--- src/rtl/dac_sample_pacer_pkg.sv ---
// Shared types and constants for the DAC sample pacer.
package dac_sample_pacer_pkg;

  localparam int unsigned SAMPLE_W = 10;

  typedef logic [SAMPLE_W-1:0] sample_t;

  localparam sample_t MIDSCALE_DEF = 10'h200;

  typedef enum logic [1:0] {
    ST_IDLE      = 2'd0,
    ST_LOAD      = 2'd1,
    ST_WAIT_LOW  = 2'd2,
    ST_WAIT_HIGH = 2'd3
  } pacer_state_e;

  // Saturating increment for the 8-bit event counters.
  function automatic logic [7:0] sat_inc8(input logic [7:0] v);
    return (v == 8'hFF) ? v : v + 8'd1;
  endfunction

endpackage

--- src/rtl/dac_sample_pacer_if.sv ---
// Producer write port plus DAC-side load/chip-select signals.
interface dac_sample_pacer_if;
  import dac_sample_pacer_pkg::*;

  sample_t wr_data;
  logic    wr_valid;
  logic    wr_ready;
  logic    dac_cs;
  sample_t data_out;
  logic    load;

  // Sources of samples and chip-select (producer and DAC SPI block).
  modport master (
    output wr_data, wr_valid, dac_cs,
    input  wr_ready, data_out, load
  );

  // The pacer itself.
  modport slave (
    input  wr_data, wr_valid, dac_cs,
    output wr_ready, data_out, load
  );
endinterface

--- src/rtl/dac_sample_pacer_sync_fifo.sv ---
// Single-clock FIFO with registered occupancy and first-word-fall-through head.
module dac_sample_pacer_sync_fifo #(
  parameter int unsigned WIDTH      = 10,
  parameter int unsigned DEPTH_LOG2 = 4
) (
  input  logic                  clk,
  input  logic                  rst_n,
  input  logic                  wr_en,
  input  logic [WIDTH-1:0]      wr_data,
  input  logic                  rd_en,
  output logic [WIDTH-1:0]      rd_data,
  output logic [DEPTH_LOG2:0]   level,
  output logic                  full,
  output logic                  empty
);

  localparam int unsigned DEPTH = 1 << DEPTH_LOG2;
  localparam int unsigned LVL_W = DEPTH_LOG2 + 1;

  logic [WIDTH-1:0]      mem [DEPTH];
  logic [DEPTH_LOG2-1:0] wr_ptr;
  logic [DEPTH_LOG2-1:0] rd_ptr;
  logic                  wr_ok;
  logic                  rd_ok;

  assign full    = (level == LVL_W'(DEPTH));
  assign empty   = (level == '0);
  assign rd_ok   = rd_en && !empty;
  assign wr_ok   = wr_en && (!full || rd_ok);
  assign rd_data = mem[rd_ptr];

  // Storage array; contents need no reset.
  always_ff @(posedge clk) begin
    if (wr_ok) mem[wr_ptr] <= wr_data;
  end

  // Pointers wrap modulo depth; level tracks net push/pop.
  always_ff @(posedge clk or negedge rst_n) begin
    if (!rst_n) begin
      wr_ptr <= '0;
      rd_ptr <= '0;
      level  <= '0;
    end else begin
      if (wr_ok) wr_ptr <= wr_ptr + DEPTH_LOG2'(1);
      if (rd_ok) rd_ptr <= rd_ptr + DEPTH_LOG2'(1);
      case ({wr_ok, rd_ok})
        2'b10:   level <= level + LVL_W'(1);
        2'b01:   level <= level - LVL_W'(1);
        default: level <= level;
      endcase
    end
  end

endmodule

--- src/rtl/dac_sample_pacer.sv ---
// Buffers producer samples and releases one per sample tick to the DAC SPI block,
// never issuing a load while a chip-select frame is outstanding.
module dac_sample_pacer
  import dac_sample_pacer_pkg::*;
#(
  parameter int unsigned DIV        = 1000,
  parameter int unsigned DEPTH_LOG2 = 4,
  parameter int unsigned CS_TIMEOUT = 2047,
  parameter sample_t     MIDSCALE   = MIDSCALE_DEF
) (
  input  logic                 sysclk,
  input  logic                 rst_n,
  input  logic                 enable,
  dac_sample_pacer_if.slave    bus,
  output logic [DEPTH_LOG2:0]  fifo_level,
  output logic [7:0]           underrun_cnt,
  output logic [7:0]           overrun_cnt,
  output logic                 cs_timeout
);

  localparam int unsigned TICK_W = 16;
  localparam int unsigned TO_W   = $clog2(CS_TIMEOUT + 1);

  logic [TICK_W-1:0] tick_cnt;
  logic              tick;
  logic              cs_meta;
  logic              cs_sync;
  logic              fifo_full;
  logic              fifo_empty;
  logic              fifo_rd;
  sample_t           fifo_head;

  pacer_state_e      state;
  pacer_state_e      state_next;
  logic [TO_W-1:0]   to_cnt;
  logic [TO_W-1:0]   to_cnt_next;
  logic              load_next;
  sample_t           data_next;
  logic [7:0]        under_next;
  logic [7:0]        over_next;
  logic              timeout_next;

  assign tick = enable && (tick_cnt == TICK_W'(DIV - 1));

  // Sample-rate divider; parked at zero while disabled.
  always_ff @(posedge sysclk or negedge rst_n) begin
    if (!rst_n) begin
      tick_cnt <= '0;
    end else if (!enable || tick) begin
      tick_cnt <= '0;
    end else begin
      tick_cnt <= tick_cnt + TICK_W'(1);
    end
  end

  // Two-flop synchroniser for chip-select; idles high (no frame).
  always_ff @(posedge sysclk or negedge rst_n) begin
    if (!rst_n) begin
      cs_meta <= 1'b1;
      cs_sync <= 1'b1;
    end else begin
      cs_meta <= bus.dac_cs;
      cs_sync <= cs_meta;
    end
  end

  assign bus.wr_ready = !fifo_full;
  assign fifo_rd      = (state == ST_LOAD);

  dac_sample_pacer_sync_fifo #(
    .WIDTH      (SAMPLE_W),
    .DEPTH_LOG2 (DEPTH_LOG2)
  ) u_fifo (
    .clk     (sysclk),
    .rst_n   (rst_n),
    .wr_en   (bus.wr_valid && bus.wr_ready),
    .wr_data (bus.wr_data),
    .rd_en   (fifo_rd),
    .rd_data (fifo_head),
    .level   (fifo_level),
    .full    (fifo_full),
    .empty   (fifo_empty)
  );

  // State and registered outputs; load/data_out are set on entry to LOAD.
  always_ff @(posedge sysclk or negedge rst_n) begin
    if (!rst_n) begin
      state        <= ST_IDLE;
      to_cnt       <= '0;
      bus.load     <= 1'b0;
      bus.data_out <= MIDSCALE;
      underrun_cnt <= '0;
      overrun_cnt  <= '0;
      cs_timeout   <= 1'b0;
    end else begin
      state        <= state_next;
      to_cnt       <= to_cnt_next;
      bus.load     <= load_next;
      bus.data_out <= data_next;
      underrun_cnt <= under_next;
      overrun_cnt  <= over_next;
      cs_timeout   <= timeout_next;
    end
  end

  // Next-state: tick dispatch, chip-select handshake and its timeout.
  always_comb begin
    state_next   = state;
    to_cnt_next  = to_cnt;
    load_next    = 1'b0;
    data_next    = bus.data_out;
    under_next   = underrun_cnt;
    over_next    = overrun_cnt;
    timeout_next = cs_timeout;

    if (tick && (state != ST_IDLE)) over_next = sat_inc8(overrun_cnt);

    case (state)
      ST_IDLE: begin
        if (tick) begin
          if (!fifo_empty) begin
            state_next = ST_LOAD;
            load_next  = 1'b1;
            data_next  = fifo_head;
          end else begin
            under_next = sat_inc8(underrun_cnt);
          end
        end
      end
      ST_LOAD: begin
        state_next  = ST_WAIT_LOW;
        to_cnt_next = '0;
      end
      ST_WAIT_LOW: begin
        if (!cs_sync) begin
          state_next = ST_WAIT_HIGH;
        end else if (to_cnt == TO_W'(CS_TIMEOUT - 1)) begin
          state_next   = ST_IDLE;
          timeout_next = 1'b1;
        end else begin
          to_cnt_next = to_cnt + TO_W'(1);
        end
      end
      ST_WAIT_HIGH: begin
        if (cs_sync) state_next = ST_IDLE;
      end
      default: state_next = ST_IDLE;
    endcase
  end

endmodule

--- src/flat_wrapper.sv ---
// flat-port wrapper written by rule: the top's interface ports become plain ports
module dac_sample_pacer_flat import dac_sample_pacer_pkg::*;
#(
  parameter int unsigned DIV        = 1000,
  parameter int unsigned DEPTH_LOG2 = 4,
  parameter int unsigned CS_TIMEOUT = 2047,
  parameter sample_t     MIDSCALE   = MIDSCALE_DEF
)
  (sysclk, rst_n, enable, fifo_level, underrun_cnt, overrun_cnt, cs_timeout, bus_wr_data, bus_wr_valid, bus_dac_cs, bus_wr_ready, bus_data_out, bus_load);
  dac_sample_pacer_if bus_i ();
  input  logic sysclk;
  input  logic rst_n;
  input  logic enable;
  output logic [DEPTH_LOG2:0] fifo_level;
  output logic [7:0] underrun_cnt;
  output logic [7:0] overrun_cnt;
  output logic cs_timeout;
  input wire logic [$bits(bus_i.wr_data)-1:0] bus_wr_data;
  input wire logic [$bits(bus_i.wr_valid)-1:0] bus_wr_valid;
  input wire logic [$bits(bus_i.dac_cs)-1:0] bus_dac_cs;
  output wire logic [$bits(bus_i.wr_ready)-1:0] bus_wr_ready;
  output wire logic [$bits(bus_i.data_out)-1:0] bus_data_out;
  output wire logic [$bits(bus_i.load)-1:0] bus_load;
  assign bus_i.wr_data = bus_wr_data;
  assign bus_i.wr_valid = bus_wr_valid;
  assign bus_i.dac_cs = bus_dac_cs;
  assign bus_wr_ready = bus_i.wr_ready;
  assign bus_data_out = bus_i.data_out;
  assign bus_load = bus_i.load;
  dac_sample_pacer #(.DIV(DIV), .DEPTH_LOG2(DEPTH_LOG2), .CS_TIMEOUT(CS_TIMEOUT), .MIDSCALE(MIDSCALE)) u_core (.sysclk(sysclk), .rst_n(rst_n), .enable(enable), .bus(bus_i), .fifo_level(fifo_level), .underrun_cnt(underrun_cnt), .overrun_cnt(overrun_cnt), .cs_timeout(cs_timeout));
endmodule
--- config.mk ---
export PLATFORM = sky130hd
export DESIGN_NAME = dac_sample_pacer_flat
export DESIGN_NICKNAME = d
export VERILOG_FILES = /design/src/rtl/dac_sample_pacer_pkg.sv /design/src/rtl/dac_sample_pacer_if.sv /design/src/rtl/dac_sample_pacer_sync_fifo.sv /design/src/rtl/dac_sample_pacer.sv /design/src/flat_wrapper.sv
export SDC_FILE = /design/constraint.sdc
export NUM_CORES = 1
export LEC_CHECK = 0
export ABC_AREA = 0
export CORE_MARGIN = 5
export CORE_UTILIZATION = 45
export CTS_BUF_LIST = sky130_fd_sc_hd__clkbuf_4 sky130_fd_sc_hd__clkbuf_8 sky130_fd_sc_hd__clkbuf_16
export CTS_CLUSTER_DIAMETER = 40
export DETAILED_ROUTE_END_ITERATION = 12
export SYNTH_ARGS = -nofsm -noshare
export SYNTH_HDL_FRONTEND = slang
export SYNTH_SLANG_ARGS = --single-unit
--- constraint.sdc ---
create_clock -name sysclk -period 8.1 [get_ports sysclk]
set_input_delay 1.215 -clock sysclk [delete_from_list [all_inputs] [get_ports sysclk]]
set_output_delay 1.215 -clock sysclk [all_outputs]
set_load 0.01 [all_outputs]
==> summary.txt <==
STA
  – Tightest Pin Transition: 1040 ps
  – TNS Setup: 0 ps
  – Hold WS: 361 ps
  – Final Setup Violations: 0
  – Tcrit/Tclk final: 0.424
  – Final min period: 3440 ps
  – F_max: 0.291 GHz
  – Slew HR: 0.305
  – Clock Skew: 18.2 ps
  – Final hold viol count: 0
  – Max-slew violations: 0
  – RSZ-0062 raised after global routing: no

Hold path
  – Hold endpoint: u_core.cs_sync
  – WHS Path Cells: 0
  – Hold Crit Class: reg2reg
  – HP Start: u_core.cs_meta

Synth
  – Post-synth EDFFs: 160
  – Sequential share of the synthesized area: 0.668
  – Avg Cell Area, Syn: 14.9 um2
  – Primary FF master, synth: edfxtp_1
  – Post-Synthesis Cells: 663
  – Largest family of logic cells by synthesized area: multiplexers
  – Share of the synthesized area in the top cell type: 0.486
  – Area leader, netlist: edfxtp_1
  – Syn Std Cell Area: 9900 um2
  – Top cells by area, synth: edfxtp_1 49%, dfrtp_1 17%, mux2i_1 4.8%
  – #FFs+latches synth: 232
  – Synth unique cells: 61
  – Post-Synth Simple-Gate Area: 0.0891
  – Syn_nets: 696
  – Synth Area in Compound Gates: 0.0604
  – Post-synth ARST share: 0.310
  – Post-synthesis mux area share: 0.101
  – Post-Synth Adder-Cell Area: 0.0228
  – Xor and xnor fraction of the mapped netlist area: 0.0336
  – Yosys warnings: 0

Final layout
  – Antenna Cells: 0
  – # nets final: 759
  – Most frequent cells in the layout: 160 x edfxtp_1, 68 x dfrtp_1, 60 x nor2_1, 47 x mux2i_1, 47 x clkdlybuf4s50_1
  – Share of cells above drive strength 1: 0.158
  – Filler cells: 1,754
  – Area of the multi-input gates: 3040 um2
  – Design area: 11,800 um2
  – Commonest non-fill, non-tap cell in the layout: edfxtp_1
  – FF+latch area: 6610 um2
  – Final core utilization: 0.544
  – P&R area growth vs syn: 19.6%
  – Finished Layout Cells: 1,032

Die
  – I/O pins: 49
  – Die Y: 158 um
  – Die X: 158 um
  – FP Rows: 54
  – Die area: 25,100 um2
  – Starting Density: 0.455
  – Core area: 21,800 um2

Clock tree
  – Clock latency on the worst-skew pair: 500 ps
  – Root Driver: clkbuf_16
  – Max clock buf depth: 3
  – CTS tree: built
  – CTS Sinks: 232
  – Post-CTS Setup Bufs: 0
  – Clock transition at path regs: 50 ps
  – Post-CTS sizing: 0
  – TritonCTS Buffers: 35
  – Hold-fix buffers at CTS: 0
  – CTS H-tree depth: 2

Worst setup path
  – Reg2Reg Capture Point: u_core.u_fifo.level[4]
  – CP endpoint kind: register
  – WP data arrival: 3860 ps
  – R2R Path Start: u_core.u_fifo.level[1]
  – Reg2reg path depth: 11
  – Max incr delay on CP: 600 ps
  – Slowest-stage cell, CP: or4_4
  – Worst Path Required: 8520 ps
  – Reg2Reg Setup Slack: 4660 ps
  – CP startpoint kind: register
  – CP max FO: 10
  – CP Class: reg2reg
  – Critical path cell sequence: or4_4 > nor2_1 > nor2b_1 > ha_1 > xor2_1 > ha_1 > a21boi_0 > o221ai_1 > a21o_1 > a21oi_1 > xor2_1

Status
  – Run status: finished, final reports clean

Drt
  – Iter 0 DRT Violations: 348
  – Post-route ant nets: 0
  – Drt pass-1 iters: 5
  – DRC errors left: 0
  – Vias per cell: 5.55
  – WL final: 20,300 um
  – Wirelength per Cell: 19.6 um
  – Vias: 5,729

Placed design
  – # port buffers: 48
  – GPL Wtd Cong: 0.786
  – Dpl cells: 969
  – Hpwl dp: 12,900 um
  – Dpl cell area: 10,600 um2

Power and ir drop
  – Peak supply drop: 0.000202 V
  – Power per cell area: 275 nW/um2
  – Sw frac: 0.228
  – Clock share of power: 0.481
  – Leak: 0.00418 uW
  – Int Pwr: 2520 uW
  – NetSw: 742 uW
  – Part of the power in combinational logic: 0.077
  – Reg power frac: 0.442

Job
  – Max Cap Viol: 0

GRT
  – Overflow after GRT: 0
  – Vias in the first global route: 5,889
  – First-pass GRT wire length: 32,300 um
  – Largest net degree at the start of global routing: 73
  – GRT Resource Usage Total: 0.166
  – Initial antenna violation count: 0
[state kept, by name, indices dropped and copies added, names as in the netlist, 2 cells and up]
register / count
u_core.u_fifo.mem: 160
u_core.tick_cnt: 16
u_core.to_cnt: 11
u_core.bus.data_out: 10
u_core.overrun_cnt: 8
u_core.underrun_cnt: 8
u_core.u_fifo.level: 5
u_core.u_fifo.rd_ptr: 4
u_core.u_fifo.wr_ptr: 4
u_core.state: 2
[routing by layer]
metal	GRT usage	share of wire	up-vias
li1	-	-	2652
met1	0.223	0.44	2908
met2	0.274	0.48	131
met3	0.0337	0.051	38
met4	0.0532	0.023	0
met5	0	0	-
[how the worst max path moves through the flow]
stage	cells past startpoint	slack, ps	to	startpoint
after floorplan	12	4830	u_core.u_fifo.level[4]	bus_wr_valid
after global placement	11	4420	u_core.u_fifo.level[4]	bus_wr_valid
after CTS	11	4690	u_core.u_fifo.level[4]	u_core.u_fifo.level[1]
after global routing	11	4420	u_core.u_fifo.level[4]	u_core.u_fifo.level[1]
after detailed placement	11	4220	u_core.u_fifo.level[4]	bus_wr_valid
final	11	4660	u_core.u_fifo.level[4]	u_core.u_fifo.level[1]
[power groups by stage]
stage	Clock (uW)	Sequential (uW)	Combinational (uW)
global placement	0	1460	245
finish	1570	1440	250
global route	1660	1450	278
floorplan	0	1430	163
detailed placement	0	1460	254
CTS	1600	1440	255
[cell usage after synthesis, types with 8 or more instances]
library cell	instances
edfxtp_1	160
dfrtp_1	69
nor2_1	60
mux2i_1	47
nand2_1	36
xnor2_1	21
mux4_2	20
a22oi_1	18
ha_1	18
inv_1	17
xor2_1	17
nand4_1	16
nand3_1	15
a21oi_1	14
o21ai_0	14
clkbuf_1	12
buf_2	8
nor3_1	8
[worst max-delay path, delay by kind of cell (launching register included)]
family / cells / cell delay, ps
XOR/XNOR: 2 / 360
AO/OA/AOI/OAI: 4 / 810
adder cells (fa/ha/maj): 2 / 580
flip-flops: 1 / 500
AND/OR/NAND/NOR: 3 / 1110
[cell families after synthesis]
logic type / Yosys count
buffers and inverters: 46
AO/OA/AOI/OAI: 81
multiplexers: 74
AND/OR/NAND/NOR: 174
adder cells (fa/ha/maj): 18
XOR/XNOR: 38
flip-flops: 232
[layout make-up]
type,count,share of cell area
clock inverters,22,0.0240
well taps,280,0.0296
flip-flops and latches,232,0.559
inverters,17,0.00539
multi-input cells,385,0.257
clock buffers,41,0.0808
repair buffers,55,0.0448
[stage by stage]
step           worst slack, ps  total power, uW
2_1_floorplan             4830             1600
3_3_place_gp              4420             1700
4_1_cts                   4690             3290
6_report                  4660             3260
3_5_place_dp              4220             1720
5_1_grt                   4420             3390
Power figures use the tool's default switching activity.
